## config.mk

```make
export PLATFORM = sky130hd
export DESIGN_NAME = cache_ctrl
export DESIGN_NICKNAME = d
export VERILOG_FILES = /design/src/rtl/cache_ctrl.sv
export SDC_FILE = /design/constraint.sdc
export NUM_CORES = 1
export LEC_CHECK = 0
export ABC_AREA = 1
export BUFFER_PORTS_ARGS = -buffer_cell sky130_fd_sc_hd__buf_2
export CORE_ASPECT_RATIO = 1.25
export CORE_MARGIN = 4
export CORE_UTILIZATION = 49
export DETAILED_ROUTE_END_ITERATION = 10
export PLACE_DENSITY = 0.78
export SETUP_SLACK_MARGIN = 0.5
export SLEW_MARGIN = 5
export SYNTH_ARGS = -nofsm -noshare
export SYNTH_HDL_FRONTEND = slang
export SYNTH_SLANG_ARGS = --single-unit
```

## constraint.sdc

```tcl
create_clock -name clk -period 1.9 [get_ports clk]
set_clock_uncertainty 0.1 [all_clocks]
set_input_delay 0.38 -clock clk [delete_from_list [all_inputs] [get_ports clk]]
set_output_delay 0.38 -clock clk [all_outputs]
set_load 0.05 [all_outputs]
```

## src/rtl/cache_ctrl.sv

```systemverilog
// Sequencing FSM for a direct-mapped, write-through, read-allocate data cache.
// Ports: clk/rst; CPU mem_read/mem_write/addr; cache valid_out/tag_out;
//  dmem_ack; outputs stall, cache/fill enables, block_indx/word_offset/tag_in,
//  dmem_rd_req/dmem_wr_req, saturating hit_cnt/miss_cnt, sticky err.
module cache_ctrl #(
  parameter int ADDR_W  = 10,
  parameter int CNT_W   = 16,
  parameter int TIMEOUT = 64
) (
  input  logic              clk,
  input  logic              rst,
  input  logic              mem_read,
  input  logic              mem_write,
  input  logic [ADDR_W-1:0] addr,
  input  logic              valid_out,
  input  logic [2:0]        tag_out,
  input  logic              dmem_ack,
  output logic              stall,
  output logic              cache_read,
  output logic              fill_from_Dmem,
  output logic              fill_from_DataIn,
  output logic [4:0]        block_indx,
  output logic [1:0]        word_offset,
  output logic [2:0]        tag_in,
  output logic              dmem_rd_req,
  output logic              dmem_wr_req,
  output logic [CNT_W-1:0]  hit_cnt,
  output logic [CNT_W-1:0]  miss_cnt,
  output logic              err
);

  typedef enum logic [1:0] {
    IDLE, REFILL, FILL, WRITE
  } state_t;

  localparam int TW = $clog2(TIMEOUT) + 1;
  // Abort when this wait cycle would bring the count to TIMEOUT-1.
  localparam logic [TW-1:0] TMO_LAST = TW'(TIMEOUT - 2);

  state_t            state, state_n;
  logic [ADDR_W-1:0] addr_q, a_addr;
  logic              hit_q, hit;
  logic [TW-1:0]     tmo;
  logic              tmo_exp;
  logic              latch, hit_inc, miss_inc, abort;

  // Outside IDLE the transaction address is frozen.
  assign a_addr      = (state == IDLE) ? addr : addr_q;
  assign tag_in      = a_addr[ADDR_W-1 -: 3];
  assign block_indx  = a_addr[6:2];
  assign word_offset = a_addr[1:0];
  assign hit         = valid_out && (tag_out == tag_in);
  assign tmo_exp     = (tmo == TMO_LAST);

  always_comb begin
    state_n          = state;
    stall            = 1'b0;
    cache_read       = 1'b0;
    fill_from_Dmem   = 1'b0;
    fill_from_DataIn = 1'b0;
    dmem_rd_req      = 1'b0;
    dmem_wr_req      = 1'b0;
    latch            = 1'b0;
    hit_inc          = 1'b0;
    miss_inc         = 1'b0;
    abort            = 1'b0;
    unique case (state)
      IDLE: begin
        if (mem_write) begin
          stall   = 1'b1;
          latch   = 1'b1;
          state_n = WRITE;
        end else if (mem_read) begin
          if (hit) begin
            cache_read = 1'b1;
            hit_inc    = 1'b1;
          end else begin
            stall    = 1'b1;
            latch    = 1'b1;
            miss_inc = 1'b1;
            state_n  = REFILL;
          end
        end
      end
      REFILL: begin
        stall       = 1'b1;
        dmem_rd_req = 1'b1;
        if (dmem_ack) begin
          state_n = FILL;
        end else if (tmo_exp) begin
          abort   = 1'b1;
          state_n = IDLE;
        end
      end
      FILL: begin
        stall          = 1'b1;
        fill_from_Dmem = 1'b1;
        state_n        = IDLE;
      end
      WRITE: begin
        dmem_wr_req = 1'b1;
        if (dmem_ack) begin
          // Release the CPU on the ack cycle itself.
          fill_from_DataIn = hit_q;
          state_n          = IDLE;
        end else begin
          stall = 1'b1;
          if (tmo_exp) begin
            abort   = 1'b1;
            state_n = IDLE;
          end
        end
      end
      default: state_n = IDLE;
    endcase
  end

  always_ff @(posedge clk) begin
    if (rst) begin
      state    <= IDLE;
      addr_q   <= '0;
      hit_q    <= 1'b0;
      tmo      <= '0;
      hit_cnt  <= '0;
      miss_cnt <= '0;
      err      <= 1'b0;
    end else begin
      state <= state_n;
      if (latch) begin
        addr_q <= addr;
        hit_q  <= hit;
      end
      if (latch)
        tmo <= '0;
      else if (state == REFILL || state == WRITE)
        tmo <= tmo + 1'b1;
      if (hit_inc && !(&hit_cnt))
        hit_cnt <= hit_cnt + 1'b1;
      if (miss_inc && !(&miss_cnt))
        miss_cnt <= miss_cnt + 1'b1;
      if (abort)
        err <= 1'b1;
    end
  end

endmodule

```

==> flow_summary.toml, run 1 <==
[outcome]
status = "finished, violations left"
violations = "negative setup slack"

[grt]
gr-usage-all-layers_pct = 23.24
grt.overflow.total = 0
grt_pass1_vias = 3245
antenna_found_initial = 0
grt_max_degree = 47
grt_pass1_wl_um = 14080

[critical_path]
rr_endpoint = "miss_cnt[7]"
critPathBufInv = 2
max_stage_delay_ns = 0.34
path_class = "register to output port"
worst_setup_path_start_kind = "register"
cp.arrival_ns = 1.87
worstReg2RegStart = "state[1]"
crit_fanout = 8
rr_worst_depth = 15
cp_top_family = "simple AND/OR/NAND/NOR gates"
cp_data_required_time_ns = 1.42
crit_path_end_kind = "output port"
ff2ff_setup_slack_ns = -0.33
cp_cell_sequence = "inv_2 -> ha_4 -> nand2_1 -> nand3_2 -> nand2_2 -> nor2_4 -> nand2_4 -> a21oi_4 -> a21oi_4 -> buf_8"
slowest_stage = "dfxtp_2"
crit_path_frequent_cell = "a21oi_4"

[synth]
ys_warn_count = 0
synth_adder_area_share_pct = 3.364
yosysTopAreaCell = "dfxtp_1"
yosysSeqAreaShare_pct = 35.66
synth_top_area_share_pct = 35.66
synth_xor_area_share_pct = 4.121
syn_area_um2 = 2975
synthSimpleGateAreaFrac_pct = 41.59
synth_compound_area_share_pct = 7.065
ys_seq_elements = 53
syn_nets = 479
ys_top_cells_by_area = "dfxtp_1 36%, nand2_1 16%, nor2_1 9.5%, nand3_1 8.7%, a21oi_1 5.2%"
syn-mean-instance-area_um2 = 6.583
synth.area.mux_share_pct = 0
synth_cells = 452
ys_types = 27
synth_top_family_by_area = "simple AND/OR/NAND/NOR gates"

[routing]
drt-initial-drc-count = 173
routedWlPerCell_um = 14.33
drc_errors = 0
routed_wirelength_um = 9340
vias = 3374
vias_per_cell = 5.175
ant_nets = 0
wirelength_met1_um = 3568
wl_met2_um = 5133
drt-pass1-iter-count = 4
routed-wl-met3_um = 473
topRoutingLayerUsed = "met4"

[final_layout]
utilization_pct = 82.44
layout_common_cells = "101 x nand2_1, 68 x nor2_1, 43 x buf_6"
drive_gt1_share_pct = 42.98
fin_nets = 596
num_antenna_cells = 0
final_common_cell = "nand2_1"
area_delta_synth_final_pct = 62.28
finalInstanceArea_um2 = 4828
n_fill_cell = 336

[pwr]
power_uw = 3797
leakagePower_uw = 0.002085
p_per_area_nw_per_um2 = 786.3
ir_drop_v = 0.0007160

[clocking]
ctsHoldBuffers = 0
clk_pin_slew_ns = 0.10
cts-root-buf = "clkbuf_8"
clock_sinks = 53
numCtsBuffers = 5
clockBufferDepth = 2
cts_max_level = 2
cts_tree = "built"
clk_latency_ns = 0.31

[timing]
postLayoutSetupSlackWorst_ns = -0.4452
tightest_slew_ns = 0.5827
setup_viol = 64
finalHoldViolCount = 0
rsz0062_at_grt = "yes"
relSlewSlack_pct = 60.86
hold_slack_ns = 0.2046
fmax_ghz = 0.4264
report.final.slew_viol_count = 0
min_period_over_period_pct = 123.4
min_period_ns = 2.345

[die]
die_h_um = 95.12
fp.dieW_um = 77.70
die-area_um2 = 7390
ios = 68
row_count = 31
design.core.area_um2 = 5857
start_util_pct = 50.80

[place]
port_buffers = 67
dp_hpwl_um = 5458
dpl-instance-area_um2 = 3876
dpl_worst_slack_ns = -0.1093
gp_congestion = 0.8327

[hold_path]
worstHoldStart = "addr[1]"
hold-path-endpoint = "addr_q[1]"
hold_path_class = "primary input to register"
whs_path_depth = 3

[flow_run]
max-cap-violations = 0
-- per-layer routing --
| metal | up-vias | GRT usage (%) |
|---|---|---|
| met5 | - | 0 |
| met4 | 0 | 6.231 |
| met3 | 14 | 5.577 |
| met2 | 96 | 45.86 |
| met1 | 1589 | 24.26 |
| li1 | 1675 | - |
-- worst register-to-register path, delay by kind of cell, from the launching register on --
kind | cells | cell delay (ns)
AND/OR/NAND/NOR | 8 | 0.71
AO/OA/AOI/OAI | 1 | 0.13
flip-flops | 1 | 0.34
adder cells (fa/ha/maj) | 1 | 0.23
buffers and inverters | 5 | 0.63
-- Yosys cell counts --
cell / n
nor2_1: 75
o21ai_1: 2
nand3_1: 52
inv_1: 41
clkbuf_1: 3
ha_1: 8
xnor2_1: 3
buf_4: 2
a21oi_1: 31
nor2_2: 2
buf_1: 3
nor2_4: 6
nand4_1: 7
xor2_1: 11
dfxtp_1: 53
nand2_1: 123
nand3b_1: 1
or2_2: 1
buf_6: 4
inv_2: 2
nand3_2: 2
o21ai_0: 6
nand2_2: 3
o21bai_1: 1
o211ai_1: 1
nor3_1: 7
nand2_4: 2
-- power by group --
part           switching [µW]  internal (µW)
Clock                     385            344
Sequential               54.0           1160
Combinational            1040            813
Total                    1480           2310
-- worst max-delay path by stage --
stage	startpoint	to	slack, ns	cells past startpoint
floorplan	state[1]	hit_cnt[12]	-0.20	10
global placement	state[1]	stall	-0.07	12
detailed placement	state[1]	stall	-0.11	11
CTS	state[0]	stall	-0.39	11
global route	state[1]	stall	-0.53	10
finish	state[1]	stall	-0.45	10
-- flip-flops by register name (all words and copies together) (netlist names) --
register  flops
hit_cnt      16
state         2
addr_q       10
hit_q         1
err           1
miss_cnt     16
tmo           7
-- stage by stage --
step	setup TNS [ns]	cells
finish	-13.10	652
global route	-19.19	652
CTS	-4.385	643
detailed placement	-0.9123	622
global placement	-0.1206	622
floorplan	-1.710	452
-- cell families (layout without fill, tap and decap cells) --
family | after synthesis | in the layout
simple gates | 281 | 282
buf+inv | 55 | 172
flops | 53 | 53
compound gates | 41 | 41
xor+xnor | 14 | 14
fa+ha+maj | 8 | 8
-- area by class of cell --
| type | count | area (µm²) | area share (%) |
|---|---|---|---|
| clock buffers | 7 | 97.59 | 2.021 |
| clock inverters | 1 | 8.758 | 0.1814 |
| inverters | 43 | 166.4 | 3.446 |
| multi-input cells | 345 | 2076 | 42.99 |
| flip-flops and latches | 53 | 1135 | 23.50 |
| well taps | 82 | 102.6 | 2.125 |
| repair buffers | 121 | 1242 | 25.73 |
-- what timing repair did --
action | 4_1_cts | 5_1_grt
endpoints found under the setup margin | 102 | 88
gates resized for setup | 146 | 54
gates cloned | 3 | 1
hold endpoints to repair | 0 | 0
setup buffers | 10 | 8
pin swaps | 18 | 15
Note: power is estimated with default switching activity, not from simulation.
==> run 2, diff against run 1 <==
--- a/config.mk
+++ b/config.mk
@@ -7,11 +7,12 @@
 export LEC_CHECK = 0
 export ABC_AREA = 1
 export BUFFER_PORTS_ARGS = -buffer_cell sky130_fd_sc_hd__buf_2
+export CAP_MARGIN = 10
 export CORE_ASPECT_RATIO = 1.25
 export CORE_MARGIN = 4
-export CORE_UTILIZATION = 49
+export CORE_UTILIZATION = 58
 export DETAILED_ROUTE_END_ITERATION = 10
-export PLACE_DENSITY = 0.78
+export PLACE_DENSITY = 0.87
 export SETUP_SLACK_MARGIN = 0.5
 export SLEW_MARGIN = 5
 export SYNTH_ARGS = -nofsm -noshare
==> constraint.sdc (replaced) <==
create_clock -name clk -period 3 [get_ports clk]
set_clock_uncertainty 0.1 [all_clocks]
set_input_delay 0.6 -clock clk [delete_from_list [all_inputs] [get_ports clk]]
set_output_delay 0.6 -clock clk [all_outputs]
set_load 0.05 [all_outputs]
==> run 2 against run 1 <==
Against the previous run: the run now ends clean; cell area is 23% lower; sequential share of layout area is 5.3 points higher; clock power fell by 41%; combinational power is 55% lower; total power is 46% lower; clock-buffer cell count decreased by 2; sequential power down 36%; utilization fell by 5.8 points; hold slack better by 0.17 ns; critical endpoint unchanged; largest cell class unchanged; highest routed layer unchanged.
==> flow_summary.toml, run 2 (synthesis gave the netlist of run 1 again) <==
[grt]
grt_pass1_vias = 3007
grt.overflow.total = 0
grt_pass1_wl_um = 12730
antenna_found_initial = 0
gr-usage-all-layers_pct = 24.55
grt_max_degree = 33

[pwr]
p_per_area_nw_per_um2 = 550.3
p_int_uw = 1208
power.switching_uw = 829.8
p_sw_share_pct = 40.72
share_comb_of_total_power_pct = 41.0
power_uw = 2038
p_clk_share_pct = 21.0
ir_drop_v = 0.0004971
leakagePower_uw = 0.001767
seqPwrFrac_pct = 38.0

[hold_path]
hold-path-endpoint = "addr_q[0]"
hold_path_class = "register to register"
worstHoldStart = "addr_q[0]"
whs_path_depth = 2

[critical_path]
worst_setup_path_start_kind = "register"
max_stage_delay_ns = 0.38
crit_path_frequent_cell = "buf_6"
crit_fanout = 4
slowest_stage = "dfxtp_2"
cp_data_required_time_ns = 2.30
worstReg2RegStart = "state[0]"
crit_path_end_kind = "output port"
path_class = "register to output port"
cp.arrival_ns = 2.01
rr_worst_depth = 15
ff2ff_setup_slack_ns = 0.74
rr_endpoint = "addr_q[1]"
cp_cell_sequence = "inv_4 -> ha_4 -> buf_6 -> buf_6 -> o21ai_4 -> nor2_4 -> nor2_4 -> nand2_4 -> a21oi_4 -> a21oi_4 -> buf_6"

[routing]
drt-initial-drc-count = 169
routed_wirelength_um = 7621
routedWlPerCell_um = 12.68
drt-pass1-iter-count = 4
vias_per_cell = 5.353
ant_nets = 0
drc_errors = 0
vias = 3217

[timing]
rsz0062_at_grt = "yes"
hold_slack_ns = 0.3790
fin_tns_setup_ns = 0
finalHoldViolCount = 0
fmax_ghz = 0.3688
tightest_slew_ns = 0.5383
min_period_ns = 2.711
report.final.slew_viol_count = 0
setup_viol = 0
min_period_over_period_pct = 90.38
relSlewSlack_pct = 64.06

[final_layout]
num_antenna_cells = 0
reg_top3 = "hit_cnt (16), miss_cnt (16), addr_q (10)"
drive_gt1_share_pct = 23.66
layout_common_cells = "122 x nand2_1, 75 x nor2_1, 65 x buf_2"
n_fill_cell = 378
final_common_cell = "nand2_1"
area_delta_synth_final_pct = 24.47
fin_nets = 567
finalNonFillerCells = 601

[place]
dp_cells = 573
dp_hpwl_um = 5125
port_buffers = 67
gp_congestion = 0.8920

[die]
design.core.area_um2 = 4835
die-area_um2 = 6347
start_util_pct = 61.54
row_count = 28
ios = 68
fp.dieW_um = 72.06
die_h_um = 88.08

[clocking]
clk_latency_ns = 0.32
clockBufferDepth = 2
numCtsBuffers = 5
cts_max_level = 2
clk_pin_slew_ns = 0.10
clock_sinks = 53
cts_tree = "built"
ctsHoldBuffers = 0
cts-root-buf = "clkbuf_8"

[flow_run]
max-cap-violations = 0

[outcome]
status = "completed"
-- run 2: cell types whose count changed in the layout (fill, tap and decap cells not counted), sizes merged --
cell and change:
buf -26, clkbuf -4, clkinv +1, inv +1
nand3 -1
-- run 2: area by class of cell --
type	instances	area (µm²)	share of cell area [%]
multi-input cells	344	1729	46.69
flip-flops and latches	53	1066	28.78
repair buffers	93	566.8	15.30
inverters	43	171.4	4.628
well taps	60	75.07	2.027
clock buffers	5	68.82	1.858
clock inverters	3	26.28	0.7095
-- run 2: power by group through the flow --
stage | sequential [µW] | clock, µW | combinational [µW]
finish | 775 | 428 | 836
global route | 778 | 455 | 889
CTS | 771 | 430 | 785
detailed placement | 788 | 0 | 652
global placement | 786 | 0 | 636
floorplan | 797 | 0 | 512
-- run 2: metrics by stage --
step / cell area, µm² / setup slack [ns] / util (%)
detailed placement: 3382 / 0.1632 / 69.95
finish: 3704 / 0.2887 / 76.60
global route: 3704 / 0.2093 / 76.60
global placement: 3382 / 0.2506 / 69.95
CTS: 3651 / 0.3151 / 75.52
floorplan: 3009 / 0.5140 / -
-- run 2: worst max-delay path, delay by kind of cell (launching register included) --
family / cells / cell delay, ns
fa+ha+maj: 1 / 0.19
buf+inv: 4 / 0.45
flops: 1 / 0.38
simple gates: 3 / 0.30
compound gates: 3 / 0.38
-- run 2: worst max path at each step --
stage | start | end | slack, ns | cells after the start
floorplan | state[0] | stall | 0.51 | 11
global placement | state[0] | stall | 0.25 | 12
detailed placement | state[0] | stall | 0.16 | 12
CTS | state[1] | stall | 0.32 | 11
global route | state[0] | stall | 0.21 | 11
finish | state[0] | stall | 0.29 | 11
-- run 2: metal layers --
layer | share of wire, % | global-route usage, %
met4 | 1.0 | 9.915
met2 | 52 | 43.50
met3 | 5.7 | 4.248
met1 | 41 | 29.13
met5 | 0 | 0
-- run 2: what timing repair did --
action / in CTS / in global routing
resized for setup: 19 / 2
buffers inserted: 14 / 6
pin swaps: 6 / 6
endpoints found under the setup margin: 14 / 2
